File: src/rtl/sprite_draw_queue_if.sv
// Byte-stream input, dequeue handshake and head-entry view of the sprite draw queue.
interface sprite_draw_queue_if #(
    parameter int CNT_W = 7
);
    logic             byte_valid;
    logic [7:0]       byte_data;
    logic             packet_abort;
    logic             dequeue;
    logic             is_empty;
    logic             is_full;
    logic [7:0]       sprite_id;
    logic [15:0]      sprite_x;
    logic [15:0]      sprite_y;
    logic [7:0]       sprite_scale;
    logic [CNT_W-1:0] count;
    logic             overflow;

    modport master (
        output byte_valid, byte_data, packet_abort, dequeue,
        input  is_empty, is_full, sprite_id, sprite_x, sprite_y, sprite_scale, count, overflow
    );

    modport slave (
        input  byte_valid, byte_data, packet_abort, dequeue,
        output is_empty, is_full, sprite_id, sprite_x, sprite_y, sprite_scale, count, overflow
    );
endinterface

File: src/rtl/sprite_draw_queue.sv
// Parses host command bytes into sprite draw entries and buffers them in a
// show-ahead FIFO with flush, partial-packet abort and sticky overflow.
module sprite_draw_queue #(
    parameter int DEPTH = 64,
    parameter int CNT_W = $clog2(DEPTH) + 1
) (
    input logic              clock,
    input logic              reset,
    sprite_draw_queue_if.slave bus
);
    localparam int PTR_W = $clog2(DEPTH);

    typedef enum logic [0:0] {ST_IDLE, ST_PAYLOAD} state_t;

    state_t           state_reg;
    logic [2:0]       idx_reg;
    logic [39:0]      payload_reg;
    logic [47:0]      mem [DEPTH];
    logic [47:0]      head_reg;
    logic [47:0]      head_next;
    logic [47:0]      new_entry;
    logic [PTR_W-1:0] rd_ptr_reg;
    logic [PTR_W-1:0] wr_ptr_reg;
    logic [PTR_W-1:0] rd_ptr_next;
    logic [CNT_W-1:0] count_reg;
    logic [CNT_W-1:0] count_next;
    logic             overflow_reg;

    logic accept;
    logic cmd_flush;
    logic entry_done;
    logic do_deq;
    logic is_full_now;
    logic wr_en;
    logic drop;

    // Abort masks the byte so no parser or FIFO side-effect can happen that cycle.
    assign accept      = bus.byte_valid && !bus.packet_abort;
    assign cmd_flush   = accept && (state_reg == ST_IDLE) && (bus.byte_data == 8'h02);
    assign entry_done  = accept && (state_reg == ST_PAYLOAD) && (idx_reg == 3'd5);
    assign is_full_now = (count_reg == CNT_W'(DEPTH));
    assign do_deq      = bus.dequeue && (count_reg != '0) && !cmd_flush;
    assign wr_en       = entry_done && (!is_full_now || do_deq);
    assign drop        = entry_done && is_full_now && !do_deq;
    assign new_entry   = {payload_reg, bus.byte_data};

    always_ff @(posedge clock or posedge reset) begin
        if (reset) begin
            state_reg <= ST_IDLE;
            idx_reg   <= 3'd0;
        end else if (bus.packet_abort) begin
            state_reg <= ST_IDLE;
            idx_reg   <= 3'd0;
        end else if (bus.byte_valid) begin
            case (state_reg)
                ST_IDLE: begin
                    if (bus.byte_data == 8'h01) begin
                        state_reg <= ST_PAYLOAD;
                        idx_reg   <= 3'd0;
                    end
                end
                ST_PAYLOAD: begin
                    if (idx_reg == 3'd5) begin
                        state_reg <= ST_IDLE;
                        idx_reg   <= 3'd0;
                    end else begin
                        idx_reg <= idx_reg + 3'd1;
                    end
                end
                default: begin
                    state_reg <= ST_IDLE;
                    idx_reg   <= 3'd0;
                end
            endcase
        end
    end

    // After five payload bytes the shifter holds id, x_hi, x_lo, y_hi, y_lo in order.
    always_ff @(posedge clock or posedge reset) begin
        if (reset) begin
            payload_reg <= '0;
        end else if (accept && (state_reg == ST_PAYLOAD) && (idx_reg != 3'd5)) begin
            payload_reg <= {payload_reg[31:0], bus.byte_data};
        end
    end

    always_comb begin
        count_next  = count_reg + CNT_W'(wr_en) - CNT_W'(do_deq);
        rd_ptr_next = do_deq ? rd_ptr_reg + PTR_W'(1) : rd_ptr_reg;
        if (cmd_flush) begin
            count_next  = '0;
            rd_ptr_next = wr_ptr_reg;
        end
    end

    // Head is a registered read at the next read pointer, bypassing a write that lands there.
    always_comb begin
        head_next = head_reg;
        if (wr_en && (wr_ptr_reg == rd_ptr_next)) begin
            head_next = new_entry;
        end else if (count_next != '0) begin
            head_next = mem[rd_ptr_next];
        end
    end

    always_ff @(posedge clock) begin
        if (wr_en) begin
            mem[wr_ptr_reg] <= new_entry;
        end
    end

    always_ff @(posedge clock or posedge reset) begin
        if (reset) begin
            rd_ptr_reg   <= '0;
            wr_ptr_reg   <= '0;
            count_reg    <= '0;
            overflow_reg <= 1'b0;
            head_reg     <= '0;
        end else begin
            rd_ptr_reg <= rd_ptr_next;
            count_reg  <= count_next;
            head_reg   <= head_next;
            if (wr_en) begin
                wr_ptr_reg <= wr_ptr_reg + PTR_W'(1);
            end
            if (cmd_flush) begin
                overflow_reg <= 1'b0;
            end else if (drop) begin
                overflow_reg <= 1'b1;
            end
        end
    end

    assign bus.is_empty     = (count_reg == '0);
    assign bus.is_full      = is_full_now;
    assign bus.count        = count_reg;
    assign bus.overflow     = overflow_reg;
    assign bus.sprite_id    = head_reg[47:40];
    assign bus.sprite_x     = head_reg[39:24];
    assign bus.sprite_y     = head_reg[23:8];
    assign bus.sprite_scale = head_reg[7:0];
endmodule

File: src/flat_wrapper.sv
// flat-port wrapper written by rule: the top's interface ports become plain ports
module sprite_draw_queue_flat 
#(
    parameter int DEPTH = 64,
    parameter int CNT_W = $clog2(DEPTH) + 1
)
  (clock, reset, bus_byte_valid, bus_byte_data, bus_packet_abort, bus_dequeue, bus_is_empty, bus_is_full, bus_sprite_id, bus_sprite_x, bus_sprite_y, bus_sprite_scale, bus_count, bus_overflow);
  sprite_draw_queue_if #(.CNT_W(CNT_W)) bus_i ();
  input logic clock;
  input logic reset;
  input wire logic [$bits(bus_i.byte_valid)-1:0] bus_byte_valid;
  input wire logic [$bits(bus_i.byte_data)-1:0] bus_byte_data;
  input wire logic [$bits(bus_i.packet_abort)-1:0] bus_packet_abort;
  input wire logic [$bits(bus_i.dequeue)-1:0] bus_dequeue;
  output wire logic [$bits(bus_i.is_empty)-1:0] bus_is_empty;
  output wire logic [$bits(bus_i.is_full)-1:0] bus_is_full;
  output wire logic [$bits(bus_i.sprite_id)-1:0] bus_sprite_id;
  output wire logic [$bits(bus_i.sprite_x)-1:0] bus_sprite_x;
  output wire logic [$bits(bus_i.sprite_y)-1:0] bus_sprite_y;
  output wire logic [$bits(bus_i.sprite_scale)-1:0] bus_sprite_scale;
  output wire logic [$bits(bus_i.count)-1:0] bus_count;
  output wire logic [$bits(bus_i.overflow)-1:0] bus_overflow;
  assign bus_i.byte_valid = bus_byte_valid;
  assign bus_i.byte_data = bus_byte_data;
  assign bus_i.packet_abort = bus_packet_abort;
  assign bus_i.dequeue = bus_dequeue;
  assign bus_is_empty = bus_i.is_empty;
  assign bus_is_full = bus_i.is_full;
  assign bus_sprite_id = bus_i.sprite_id;
  assign bus_sprite_x = bus_i.sprite_x;
  assign bus_sprite_y = bus_i.sprite_y;
  assign bus_sprite_scale = bus_i.sprite_scale;
  assign bus_count = bus_i.count;
  assign bus_overflow = bus_i.overflow;
  sprite_draw_queue #(.DEPTH(DEPTH), .CNT_W(CNT_W)) u_core (.clock(clock), .reset(reset), .bus(bus_i));
endmodule
File: config.mk
export PLATFORM = sky130hd
export DESIGN_NAME = sprite_draw_queue_flat
export DESIGN_NICKNAME = d
export VERILOG_FILES = /design/src/rtl/sprite_draw_queue_if.sv /design/src/rtl/sprite_draw_queue.sv /design/src/flat_wrapper.sv
export SDC_FILE = /design/constraint.sdc
export NUM_CORES = 2
export LEC_CHECK = 0
export CAP_MARGIN = 20
export CORE_MARGIN = 1.5
export CORE_UTILIZATION = 35
export DETAILED_ROUTE_END_ITERATION = 12
export GPL_ROUTABILITY_DRIVEN = 0
export GPL_TIMING_DRIVEN = 1
export PLACE_DENSITY = 0.52
export REMOVE_ABC_BUFFERS = 1
export SETUP_SLACK_MARGIN = 0.5
export SYNTH_ARGS = -nofsm -noshare
export SYNTH_HDL_FRONTEND = slang
export SYNTH_SLANG_ARGS = --single-unit
export TNS_END_PERCENT = 5
File: constraint.sdc
create_clock -name clock -period 8.44 [get_ports clock]
set_input_delay 0.844 -clock clock [delete_from_list [all_inputs] [get_ports clock]]
set_output_delay 0.844 -clock clock [all_outputs]
set_load 0.02 [all_outputs]
* Word-level counts from Yosys, hierarchy flattened
Memory sizes are Yosys's and may differ from the RTL's. A register that Yosys moved wholly into a read port is not among the register bits.
Cells that the tools add are included.
** Cells by class
- Equal/unequal tests :: 7
- Reductions and logical operators :: 24
- Multiplexer cells :: 17
- Bitwise logic cells :: 1
- Add/subtract/negate cells :: 5
** Operators by type and width (count)
- 7-bit nonzero test :: 2
- 6-bit by 1-bit adder with 6-bit output, second input constant :: 2
- 1-bit logical AND :: 12
- 3-bit two-way mux :: 4
- 6-bit two-way mux :: 2
- 8-bit by 1-bit == test with 1-bit output, second input constant :: 1
- 8-bit by 2-bit == test with 1-bit output, second input constant :: 1
- 1-bit two-way mux :: 8
- 7-bit by 1-bit adder with 7-bit output :: 1
- 7-bit == test, second input constant :: 1
- 7-bit zero test :: 1
- 7-bit two-way mux :: 1
- 7-bit by 1-bit subtractor with 7-bit output :: 1
- 6-bit == test :: 1
- 3-bit != test, second input constant :: 2
- 3-bit case mux with 2 select lines :: 1
- 2-bit nonzero test :: 3
- 1-bit zero test :: 4
- 3-bit by 1-bit adder with 3-bit output, second input constant :: 1
- 3-bit == test, second input constant :: 1
- 1-bit case mux with 2 select lines :: 1
- 2-bit AND reduction :: 1
- 1-bit logical OR :: 1
- 1-bit NOT :: 1
** Word-level totals
- Flip-flop bits (word level) :: 64
- Memories :: 1
- Logic and storage cells :: 62
- Output and inout bits :: 58
- RAM bits :: 3072
- Bits of input ports :: 13
** Memories
- u_core.mem :: words 64, bits a word 48, read ports 1, clocked after Yosys merged registers in 1, wr ports 1, RTL line sprite_draw_queue.sv:18 : logic [47:0] mem [DEPTH];

* Longest topological paths before layout
- Word-level depth :: 13
- Gate-level depth with buffers :: 21
- Depth with buffers taken out :: 18

* Worst setup path before layout
OpenSTA, ideal clock, no wires.
- Path type :: input to register
- Start :: input port bus_byte_data[5]
- End :: register u_core.head_reg[35] (read register of u_core.mem)
- Data arrival time :: 5.466 ns
- Buffers on the path :: 4
- Stages :: 20
- Slack :: 2.822 ns
- Required time :: 8.288 ns
- Library setup time :: 0.152 ns
- Cells stage by stage :: or4_4 -> nor4_4 -> clkbuf_1 -> buf_2 -> clkbuf_1 -> nor2_1 -> ha_1 -> inv_1 -> ha_1 -> fa_1 -> a211o_1 -> a31oi_1 -> o21bai_1 -> xnor2_1 -> a21boi_0 -> nand2_1 -> buf_2 -> a211oi_1 -> a2111oi_0 -> a41oi_1
** On the way
- Longest elaborated chain between the ends :: 11
- Elaborated cells between the ends (all ways) :: 15
- Classes of those cells :: 2 x add/sub; 2 x eq/ne; 3 x mux; 8 x reduce/logical
** Ends and longest elaborated chain
- from (decl) :: RTL line flat_wrapper.sv:12 : input wire logic [$bits(bus_i.byte_data)-1:0] bus_byte_data;
- 8-bit by 2-bit == test with 1-bit output * :: RTL line sprite_draw_queue.sv:39 : assign cmd_flush = accept && (state_reg == ST_IDLE) && (bus.byte_data == 8'h02);
- 1-bit logical AND * :: RTL line sprite_draw_queue.sv:39
- 1-bit zero test :: RTL line sprite_draw_queue.sv:42 : assign do_deq = bus.dequeue && (count_reg != '0) && !cmd_flush;
- 1-bit logical AND :: RTL line sprite_draw_queue.sv:42
- 1-bit logical OR :: RTL line sprite_draw_queue.sv:43 : assign wr_en = entry_done && (!is_full_now || do_deq);
- 1-bit logical AND :: RTL line sprite_draw_queue.sv:43
- 7-bit by 1-bit adder with 7-bit output :: RTL line sprite_draw_queue.sv:88 : count_next = count_reg + CNT_W'(wr_en) - CNT_W'(do_deq);
- 7-bit by 1-bit subtractor with 7-bit output :: RTL line sprite_draw_queue.sv:88
- 7-bit two-way mux :: RTL line sprite_draw_queue.sv:90 : if (cmd_flush) begin
- 7-bit nonzero test :: RTL line sprite_draw_queue.sv:101 : end else if (count_next != '0) begin
- 2-bit nonzero test (no line)
- to (decl) :: RTL line sprite_draw_queue.sv:19 : logic [47:0] head_reg;
Mark *: on every way between the ends. The rest lies on a longest branch, timed or not.
A chain may end at the register's enable or synchronous reset.

* Worst setup path after layout
- Start :: register u_core.count_reg[2] (netlist: u_core.bus.count[2])
- End :: register u_core.head_reg[6] (read register of u_core.mem)
** On the way
- Longest elaborated chain between the ends :: 10
- Elaborated cells between the ends (all ways) :: 16
- Classes of those cells :: 2 x add/sub; 2 x eq/ne; 3 x mux; 9 x reduce/logical
** Ends and longest elaborated chain
- from (decl) :: RTL line sprite_draw_queue.sv:25 : logic [CNT_W-1:0] count_reg;
- from (signal assigned) :: RTL line sprite_draw_queue.sv:121 : count_reg <= count_next;
- 7-bit nonzero test :: RTL line sprite_draw_queue.sv:42
- 1-bit logical AND (2 in a row) :: RTL line sprite_draw_queue.sv:42
- 1-bit logical OR :: RTL line sprite_draw_queue.sv:43
- 1-bit logical AND :: RTL line sprite_draw_queue.sv:43
- 7-bit by 1-bit adder with 7-bit output :: RTL line sprite_draw_queue.sv:88
- 7-bit by 1-bit subtractor with 7-bit output :: RTL line sprite_draw_queue.sv:88
- 7-bit two-way mux :: RTL line sprite_draw_queue.sv:90
- 7-bit nonzero test :: RTL line sprite_draw_queue.sv:101
- 2-bit nonzero test (no line)
Several ways; a longest one is shown, not always the timed one.

==> metrics.csv <==
stage;metric;value;unit
status;status;complete, no violations;
finish;largest_reg_flops;3072;
synth;async_flop_share;0.0352;
timing;period_needed;6.62;ns
setup_path;start_kind;register;
detailed_routing;drt-total-wl;413000;um
timing;hold_viol_final;0;
synth;synth_fa_ha_area_frac;0.00123;
power_and_ir_drop;finalPower;42.8;mW
timing;fmax;0.151;GHz
cts;clock_path_buffers;4;
synth;synth_seq_cells;3184;
setup_path;endpoint_kind;register;
power_and_ir_drop;p_int;28.7;mW
synth;syn_area;128000;um2
synth;synth.distinct_cells;83;
power_and_ir_drop;combPwrFrac;0.255;
die;rows;221;
die;die_area;370000;um2
setup_path;crit_fanout;27;
setup_path;criticalPathCategory;register to register;
synth;synth.area.top_cells;edfxtp_1 (72%), nand2_1 (5.8%), dfrtp_1 (2.2%);
cts;clockRootBuffer;clkbuf_16;
timing;finalCritPeriodShare;0.785;
global_routing;grt_pass1_wl;587000;um
cts;cts_hold_buffers;0;
cts;cts-resized-gates;0;
run;max_cap_violations;0;
synth;synth_top_area_cell;edfxtp_1;
finish;fin_nets;9167;
synth;synth_top_area_share;0.720;
global_routing;grtUsageTotal;0.215;
worst_hold_path;hold_class;input pin to asynchronous set/reset pin;
timing;holdWs;0.292;ns
setup_path;required;9.21;ns
detailed_routing;drt-pass1-iter-count;5;
synth;synth-simple-area-share;0.116;
placement;dpl-instance-area;135000;um2
detailed_routing;viasPerCell;5.79;
cts;cts_tree;yes;
power_and_ir_drop;switching_share;0.331;
synth;synth_ff_type;edfxtp_1;
die;core;363000;um2
timing;worst_pin_slew;1.22;ns
power_and_ir_drop;clkPwrFrac;0.336;
global_routing;antenna_found_initial;16;
finish;fin_area;146000;um2
detailed_routing;dr_total_vias;82300;
cts;postCtsSetupRepairBufs;0;
synth;yosysMostFrequentCell;edfxtp_1;
timing;skew;0.0516;ns
synth;syn_area_per_cell;14.0;um2
die;ioPinCount;71;
detailed_routing;wl_per_cell;29.1;um
power_and_ir_drop;ir_worst_vdd;284;uV
synth;synth_top_family_by_area;simple AND/OR/NAND/NOR gates;
power_and_ir_drop;power_switching;14.2;mW
cts;clkTransAtPathRegs;0.06;ns
detailed_routing;ant_nets;0;
detailed_routing;drt_iter0_drc;9366;
timing;maxSlewViolCount;0;
synth;synth-compound-area-share;0.103;
synth;synthXorXnorAreaFrac;0.00116;
power_and_ir_drop;p_seq_frac;0.409;
finish;synthToLayoutAreaGrowth;13.7;%
power_and_ir_drop;power_density;294;nW/um2
timing;rsz0062_at_grt;no;
global_routing;grt-ovfl-total;0;
finish;stdcell_count;14200;
cts;numCtsBuffers;331;
die;fp.dieW;608;um
cts;clock-sinks;3184;
global_routing;grt_pass1_vias;78900;
cts;htreeDepth;5;
die;die_y;608;um
synth;muxShareOfSynthArea;0.0124;
synth;synth_cells;9174;
synth;synth-edff-count;3072;
synth;ys_seq_area_frac;0.742;
detailed_routing;post-route-drc-count;0;
global_routing;grt_start_max_net_pins;176;
setup_path;crit_arrival;7.39;ns
finish;drive_above_1_share;0.106;
timing;slew_headroom;0.177;
placement;hpwl;225000;um
power_and_ir_drop;p_leak;48.4;nW
synth;yosysWarnings;0;
placement;placed_cells;13600;
placement;portBuffers;70;
synth;synth_common_cells;edfxtp_1 (3072), nand2_1 (1969), clkbuf_1 (436), nand3_1 (390), and3_1 (279);
die;initial_utilization;0.352;
cts;insertion_delay;0.93;ns
timing;setup_viol;0;
## cell usage in the layout, fill, tap and decap left out, types with 37 or more instances in the layout
cell and n:
a211oi_1 228, o21ai_0 143, clkinv_2 63, mux2i_1 69
nor2_4 67, nor2b_1 99, a22o_1 37, clkinv_1 65
nor2_1 144, o22ai_1 79, a2111oi_0 37, nand3_1 388
a32o_1 44, a31oi_1 210, a311o_1 42, a22oi_1 76
a41oi_1 50, clkbuf_1 80, a32oi_1 170, nand2_1 1963
and2_1 95, clkbuf_16 337, o32ai_1 46, clkdlybuf4s50_1 62
edfxtp_1 3072, dfrtp_1 71, nand4_1 158, a21oi_1 225
o31ai_1 37, mux2_2 80, o211ai_1 133, and3_1 278
a311oi_1 82, a221o_1 37, buf_12 41, buf_4 228
a21o_1 42
## power by group through the flow
stage	Sequential (mW)	Clock, mW	Combinational, mW
final	17.5	14.4	10.9
after global routing	17.5	15.2	11.6
after CTS	17.5	14.6	10.9
after detailed placement	17.9	0	10.8
after global placement	17.9	0	10.8
after floorplan	17.8	0	7.46
## worst paths after layout
| path | slack [ns] | startpoint | end | depth (start not counted) |
|---|---|---|---|---|
| setup / recovery | 1.82 | u_core.bus.count[2]$_DFF_PP0_ | u_core.head_reg[6]$_DFFE_PP0P_ | 19 |
| hold / removal | 0.29 | reset | u_core.head_reg[5]$_DFFE_PP0P_ | 2 |
| setup reg to reg | 1.82 | u_core.bus.count[2]$_DFF_PP0_ | u_core.head_reg[6]$_DFFE_PP0P_ | 19 |
| hold reg to reg | 0.52 | u_core.payload_reg[12]$_DFFE_PP0P_ | u_core.payload_reg[12]$_DFFE_PP0P_ | 1 |
| max in group asynchronous | 6.58 | reset | u_core.payload_reg[26]$_DFFE_PP0P_ | 3 |
| min in group clock | 0.42 | bus_byte_data[6] | u_core.mem[53][6]$_DFFE_PP_ | 1 |
## stage by stage
stage	setup WS [ns]	util	TNS, ns
CTS	1.82	0.400	0
global placement	1.02	0.371	0
global route	1.41	0.401	0
detailed placement	0.937	0.371	0
finish	1.82	0.401	0
floorplan	-42.78	-	-2108.54
## area by class of cell
type / instances / area [um2]
diodes: 7 / 17.5
clock buffers: 432 / 8940
clock inverters: 177 / 1630
fillers: 33300 / 218000
inverters: 19 / 91.3
multi-input cells: 5265 / 30500
flip-flops and latches: 3184 / 95100
well taps: 4794 / 6000
repair buffers: 341 / 3220
## cells by family after synthesis
kind of cell | Yosys count
buffers and inverters | 725
adders and majority gates | 12
and+or+nand+nor | 3298
xor gates and xnor gates | 17
AOI/OAI and AO/OA | 1789
DFF | 3184
muxes | 149
## routing by layer
layer	routed length [um]	share of wire	vias up	GRT usage
met5	35	0.000085	-	0
met4	11700	0.028	6	0.0624
met3	29800	0.072	612	0.0310
met2	198000	0.48	3493	0.355
met1	174000	0.42	42800	0.295
li1	-	-	35300	-
## critical path: stages (launching register included)
cell and delay (ns):
dfrtp_1 0.40, inv_1 0.09, ha_1 0.17, nand4bb_1 0.34, o21ai_0 0.73, nor2_1 0.10, ha_1 0.31, inv_1 0.06
ha_1 0.23, fa_1 0.46, a211o_1 0.30, a31oi_1 0.17, o21bai_1 0.09, xnor2_1 0.49, a21boi_0 0.48, nand2_2 0.94
buf_4 0.37, a211oi_1 0.07, a2111oi_0 0.45, a41oi_1 0.18
Note: power is estimated with default switching activity, not from simulation.
